`src/rtl/two_bit_adder_full_adder.sv`:
```
// One-bit combinational full adder; the ripple stage of two_bit_adder.
module full_adder (
  input  logic a,
  input  logic b,
  input  logic cin,
  output logic sum,
  output logic cout
);

  assign sum  = a ^ b ^ cin;
  assign cout = (a & b) | (a & cin) | (b & cin);

endmodule

```
`src/rtl/two_bit_adder.sv`:
```
// Registered 2-bit ripple-carry adder exposing both sum bits, the internal
// bit-0 carry and the final carry-out, all with one cycle of latency.
module two_bit_adder (
  input  logic clk,
  input  logic rst,
  output logic S0,
  output logic S1,
  output logic Cout0,
  output logic Cout1,
  input  logic A0,
  input  logic A1,
  input  logic B0,
  input  logic B1,
  input  logic Cin
);

  logic s0_d, s1_d, c0_d, c1_d;
  logic s0_q, s1_q, c0_q, c1_q;

  full_adder u_fa0 (
    .a    (A0),
    .b    (B0),
    .cin  (Cin),
    .sum  (s0_d),
    .cout (c0_d)
  );

  // Bit 1 takes the bit-0 carry directly: plain ripple, no lookahead.
  full_adder u_fa1 (
    .a    (A1),
    .b    (B1),
    .cin  (c0_d),
    .sum  (s1_d),
    .cout (c1_d)
  );

  always_ff @(posedge clk) begin
    if (rst) begin
      s0_q <= 1'b0;
      s1_q <= 1'b0;
      c0_q <= 1'b0;
      c1_q <= 1'b0;
    end else begin
      s0_q <= s0_d;
      s1_q <= s1_d;
      c0_q <= c0_d;
      c1_q <= c1_d;
    end
  end

  assign S0    = s0_q;
  assign S1    = s1_q;
  assign Cout0 = c0_q;
  assign Cout1 = c1_q;

endmodule

```
`config.mk`:
```
export PLATFORM = sky130hd
export DESIGN_NAME = two_bit_adder
export DESIGN_NICKNAME = d
export VERILOG_FILES = /design/src/rtl/two_bit_adder_full_adder.sv /design/src/rtl/two_bit_adder.sv
export SDC_FILE = /design/constraint.sdc
export NUM_CORES = 1
export LEC_CHECK = 0
export BUFFER_PORTS_ARGS = -buffer_cell sky130_fd_sc_hd__buf_2
export CAP_MARGIN = 20
export CELL_PAD_IN_SITES_DETAIL_PLACEMENT = 0
export CELL_PAD_IN_SITES_GLOBAL_PLACEMENT = 1
export CORE_AREA = 5 5 42 44
export CTS_BUF_LIST = sky130_fd_sc_hd__clkbuf_8
export CTS_CLUSTER_DIAMETER = 40
export DETAILED_ROUTE_END_ITERATION = 10
export DIE_AREA = 0 0 47 49
export GPL_TIMING_DRIVEN = 0
export PLACE_DENSITY = 0.37
export SLEW_MARGIN = 20
export SYNTH_ARGS = -nofsm -noshare
export SYNTH_HDL_FRONTEND = slang
export SYNTH_SLANG_ARGS = --single-unit
```
`constraint.sdc`:
```
create_clock -name clk -period 2.29 [get_ports clk]
set_clock_uncertainty 0.15 [all_clocks]
set_input_delay 0.3435 -clock clk [delete_from_list [all_inputs] [get_ports clk]]
set_output_delay 0.3435 -clock clk [all_outputs]
set_load 0.02 [all_outputs]
```
# Word-level counts from Yosys, hierarchy flattened
# Index checks and enable logic that the tools add are counted.
# word_totals
ramBits	0
latch_bits	0
input_bits	7
memories	0
romBits	0
regBits	4
wordCells	18
# op_classes
mux	0
n_eq_ne	0
n_lt_le_gt_ge	0
n_div	0
shifts	0
n_mul	0
reduce_logical	0
bitwise_logic	14
add_sub_neg	0
# ops
cell	n
$and A1 B1 Y1	6
$or A1 B1 Y1	4
$xor A1 B1 Y1	4

# Depth between registers and ports, before layout
# Gate-level depths: netlist of the first run.
# logic_depth
depth_word	6
ltp_mapped	4

# Cells and area by module
# Synthesis of the first run repeated with hierarchy kept, for this count alone.
# hier_totals
hier_cells	10
hier_area_um2	145.1
# modules_own_cells
mod	seq_area_each_um2	area_each_um2	instances	cells_each
two_bit_adder	80.1	105.1	1	8
full_adder	0.0	20.0	2	1

# Worst setup path after synthesis of the first run
# Ideal clock, no wire load.
# synth_timing
kind	input -> register
startpoint	input A0
endpoint	register s1_q (netlist: S1)
path_slack_ns	0.690
arrival_ns	1.339
setup_ns	0.111
n_path_buf	0
stages	4
required_ns	2.029
path_cell_list	inv_1 > fa_1 > fa_1 > nor2_1
# synth_via
elab_chain_len	4
word_cells_on_any_way	5
classes_between	bitwise: 5
# synth_lines
item	line	rtl
start, declared	two_bit_adder.sv:10	input logic A0,
$and A1 B1 Y1	two_bit_adder_full_adder.sv:11	assign cout = (a & b) | (a & cin) | (b & cin);
$or A1 B1 Y1 (*) (2 in series)	two_bit_adder_full_adder.sv:11	
$xor A1 B1 Y1 (*)	two_bit_adder_full_adder.sv:10	assign sum = a ^ b ^ cin;
end signal, assigned	two_bit_adder.sv:40	s1_q <= 1'b0;
end signal, assigned	two_bit_adder.sv:45	s1_q <= s1_d;
end, declared	two_bit_adder.sv:18	logic s0_q, s1_q, c0_q, c1_q;
# Every way passes the cells marked *; elsewhere a longest branch is shown, timed or not.
# A chain may end at the register's enable or synchronous reset.

# Worst setup path in the final report of the first run
# Ends and elaborated chain as after synthesis.

==> results of run 1 <==
-- power breakdown --
part	internal (mW)	switching [mW]	total (mW)
logic	0.0129	0.0189	0.0318
clock network	0.112	0.0333	0.145
registers	0.0766	0.00116	0.0778
-- metrics by stage --
step | cells | worst slack (ns) | instance area (sq um) | hold WS, ns | power [mW]
detailed placement | 41 | 0.568 | 224 | 0.401 | 0.111
global route | 44 | 0.769 | 265 | 0.178 | 0.272
CTS | 44 | 0.794 | 265 | 0.175 | 0.261
finish | 44 | 0.792 | 265 | 0.178 | 0.255
floorplan | 15 | 0.690 | 154 | 0.260 | 0.0975
global placement | 41 | 0.566 | 224 | 0.402 | 0.111
-- sequential cells by signal, indices dropped and copies added, names as in the netlist --
| register | count |
|---|---|
| Cout1 | 1 |
| Cout0 | 1 |
| S0 | 1 |
| S1 | 1 |
-- worst max-delay path, delay by kind of cell --
kind	cells	cell delay [ns]
fa+ha+maj	2	0.95
buf+inv	2	0.11
simple gates	1	0.04
-- synth_stat cells --
| library cell | number |
|---|---|
| nor2_1 | 4 |
| inv_1 | 5 |
| fa_1 | 2 |
| dfxtp_1 | 4 |
-- routing by layer --
| metal | track usage, % | up-vias |
|---|---|---|
| li1 | - | 66 |
| met5 | 0 | - |
| met1 | 4.00 | 40 |
| met3 | 3.69 | 0 |
| met2 | 3.85 | 10 |
| met4 | 5.53 | 0 |
-- placed cells by master, fill, tap and decap left out, drive strengths merged --
cell type	netlist	layout
fa	2	2
inv	5	5
nor2	4	4
dfxtp	4	4
buf	0	10
clkbuf	0	3
-- area by class of cell --
| type | count | area, sq um | area share [%] |
|---|---|---|---|
| repair buffers | 10 | 50.0 | 18.9 |
| well taps | 16 | 20.0 | 7.55 |
| flip-flops and latches | 4 | 80.1 | 30.2 |
| clock buffers | 3 | 41.3 | 15.6 |
| multi-input cells | 6 | 55.1 | 20.8 |
| inverters | 5 | 18.8 | 7.08 |
-- worst max path at each step --
| stage | depth (start not counted) | to |
|---|---|---|
| after detailed placement | 5 | S1 |
| after CTS | 5 | S1 |
| final | 5 | S1 |
| after floorplan | 4 | S1 |
| after global placement | 5 | S1 |
| after global routing | 5 | S1 |
-- cell families after synthesis --
logic type	synth area share (%)
buffers and inverters	12.2
flip-flops	52.0
AND/OR/NAND/NOR	9.75
adder cells (fa/ha/maj)	26.0
==> reports/results.ini, run 1 <==
[placed_design]
gp_congestion = 0.606
io_buffers = 10

[floorplanning]
start_util_pct = 11.0
core_area_sq_um = 1400
die-width_microns = 47
ioPinCount = 11
floorplan.die_area_sq_um = 2300
rows = 14
die_y_microns = 49

[sta]
hold_viol_final = 0
setup_tns_ns = 0
fin_crit_sh_pct = 65.4
fmax_mhz = 667
setup_violations = 0
grt_setup_unrepaired = false
maxSlewHeadroom_pct = 92.2
period_needed_ns = 1.50
worst_slew_pin_slew_ns = 0.116
maxSlewViolCount = 0

[logic_synthesis]
syn_inst = 15
syn_nets = 24
yosysTopAreaCell = dfxtp_1
synth_top_area_share_pct = 52.0
yosysWarnings = 0
synthTopCellsByArea = dfxtp_1 (52%), fa_1 (26%), inv_1 (12%), nor2_1 (9.8%)
synth.distinct_cells = 4
syn_area_per_cell_sq_um = 10.3
ys_seq_area_share_pct = 52.0
syn_area_sq_um = 154
ys_seq_elements = 4

[clock_tree]
clockBufferDepth = 2
cts_resized = 0
htreeDepth = 1
hold_buffers = 0
numCtsBuffers = 3
cts-root-buf = clkbuf_8
clk_pin_slew_ns = 0.03
tritoncts = yes
post-cts-setup-buffer-count = 0
cts_sinks = 4

[final_layout]
syn_to_final_growth_pct = 72.4
post-route-util_pct = 18.9
final_nets = 39
diodes = 0
nFillCells = 169
drive_gt1_share_pct = 46.4

[status]
outcome = finished clean

[global_routing]
grt_max_degree = 5
grt_pass1_vias = 141
antenna_found_initial = 0
grt_usage_pct = 4.03
gr-total-overflow = 0
grt_pass1_wl_microns = 565

[power]
leakagePower_nw = 0.147
power_density_nw_per_um2 = 960
irDropWorstVdd_uv = 165

[worst_setup_path]
path_class = in -> reg
cp.required_ns = 2.25
path_cells = buf_2, inv_1, fa_1, fa_1, nor2_1
arrival_ns = 1.46
crit_path_end_kind = flop
crit_fanout = 2
crit_slowest_cell = fa_1
cp-startpoint = A0
crit_path_max_incr_delay_ns = 0.49
critPathLaunchType = primary input
cpMostUsedCell = fa_1

[routing]
m1WireLength_microns = 135
viasPerCell = 2.64
dr.pass1.iters = 2
met3WireLength_microns = 78
detail_route.wl_per_cell_microns = 7.48
vias = 116
wl_microns = 329
drt_iter0_markers = 1
wl_met2_microns = 115
ant_nets = 0
drc = 0
topRoutingLayerUsed = met3

[worst_hold_path]
hold_start = rst
hp-class = in -> reg
min_to = S1
hold_depth = 2

[flow_run]
maxCapViolations = 0

(Power assumes the default switching activity.)
==> run 2, diff against run 1 <==
==> constraint.sdc (replaced) <==
create_clock -name clk -period 1.4 [get_ports clk]
set_clock_uncertainty 0.15 [all_clocks]
set_input_delay 0.21 -clock clk [delete_from_list [all_inputs] [get_ports clk]]
set_output_delay 0.21 -clock clk [all_outputs]
set_load 0.02 [all_outputs]
==> run 2 against run 1 <==
  * Sequential power up 63%
  * Cell count unchanged
  * Critical path depth unchanged
  * First-iteration DRC count down 100%
  * Count of clock-buffer cells in the layout unchanged
  * Via count up 8.6%
  * Die area unchanged
  * Non-clock buffer count unchanged
  * Combinational power up 82%
  * Largest cell class unchanged
  * Largest power group unchanged
==> reports/results.ini, run 2 (same netlist as run 1, synthesis figures left out) <==
[power]
irDropWorstVdd_uv = 215
finalPower_mw = 0.422
leakagePower_nw = 0.146
power_density_nw_per_um2 = 1530

[floorplanning]
ioPinCount = 11
die_y_microns = 49
start_util_pct = 11.0
core_area_sq_um = 1400
die-width_microns = 47
rows = 14
floorplan.die_area_sq_um = 2300

[clock_tree]
cts_sinks = 4
numCtsBuffers = 3
tritoncts = yes
hold_buffers = 0
cts-root-buf = clkbuf_8
htreeDepth = 1
cts_resized = 0
post-cts-setup-buffer-count = 0
clk_pin_slew_ns = 0.03
clockBufferDepth = 2

[final_layout]
diodes = 0
multi_input_area_sq_um = 57.6
drive_gt1_share_pct = 57.1
layout_commonest_cell = buf_2
register_area_sq_um = 80.1
final_nets = 39
final_cell_count_no_fill = 44
nFillCells = 164
syn_to_final_growth_pct = 78.9
final_cell_mix = buf_2 (10), dfxtp_1 (4), nor2_1 (4), inv_1 (3), clkbuf_8 (3)

[sta]
fin_crit_sh_pct = 95.8
worst_slew_pin_slew_ns = 0.103
setup_violations = 0
period_needed_ns = 1.34
maxSlewHeadroom_pct = 93.1
holdWs_ns = 0.0527
hold_viol_final = 0
maxSlewViolCount = 0
fmax_mhz = 745
grt_setup_unrepaired = false

[worst_setup_path]
critPathLaunchType = primary input
arrival_ns = 1.30
path_class = in -> reg
crit_path_end_kind = flop
cp.required_ns = 1.36
crit_fanout = 2
cp-startpoint = Cin

[routing]
drt_iter0_markers = 0
drc = 0
detail_route.wl_per_cell_microns = 8.00
dr.pass1.iters = 1
ant_nets = 0
wl_microns = 352
vias = 126
viasPerCell = 2.86

[placed_design]
io_buffers = 10
placedCellCount = 41
gp_congestion = 0.664

[status]
outcome = finished clean

[global_routing]
grt_usage_pct = 4.24
grt_pass1_wl_microns = 607
grt_pass1_vias = 158
gr-total-overflow = 0
grt_max_degree = 5
antenna_found_initial = 0

[worst_hold_path]
hp-class = in -> reg
hold_start = rst

[flow_run]
maxCapViolations = 0

## run 2: area by class of cell
cell class | count | share of cell area [%]
timing repair buffer | 10 | 18.2
inverter | 5 | 9.55
multi-input combinational | 6 | 20.9
clock buffer | 3 | 15.0
sequential | 4 | 29.1
tap | 16 | 7.27
## run 2: worst paths after layout
| check | endpoint | slack (ns) | cells past startpoint |
|---|---|---|---|
| hold / removal | Cout1 | 0.05 | 2 |
| setup / recovery | S1 | 0.06 | 5 |
## run 2: per-layer routing
layer	up-vias	global-route usage [%]	wire [microns]
met1	49	4.44	166
met2	11	4.07	111
met3	0	3.69	74
met4	0	5.53	0
met5	-	0	0
li1	66	-	-
## run 2: power breakdown
part | internal (mW) | switching (mW)
Sequential | 0.125 | 0.00188
Combinational | 0.0235 | 0.0343
Clock | 0.183 | 0.0545
## run 2: stage by stage
| stage | util, % | setup TNS (ns) | worst slack [ns] | cell area, sq um |
|---|---|---|---|---|
| 2_1_floorplan | - | -0.000944 | -0.000944 | 164 |
| 3_3_place_gp | 16.7 | -0.285 | -0.188 | 234 |
| 3_5_place_dp | 16.7 | -0.292 | -0.195 | 234 |
| 4_1_cts | 19.6 | 0 | 0.0283 | 275 |
| 5_1_grt | 19.6 | 0 | 0.0210 | 275 |
| 6_report | 19.6 | 0 | 0.0582 | 275 |
## run 2: worst max-delay path, cell delays in order
cell	delay, ns
buf_2	0.13
inv_8	0.03
fa_2	0.37
fa_1	0.51
nor2_1	0.04
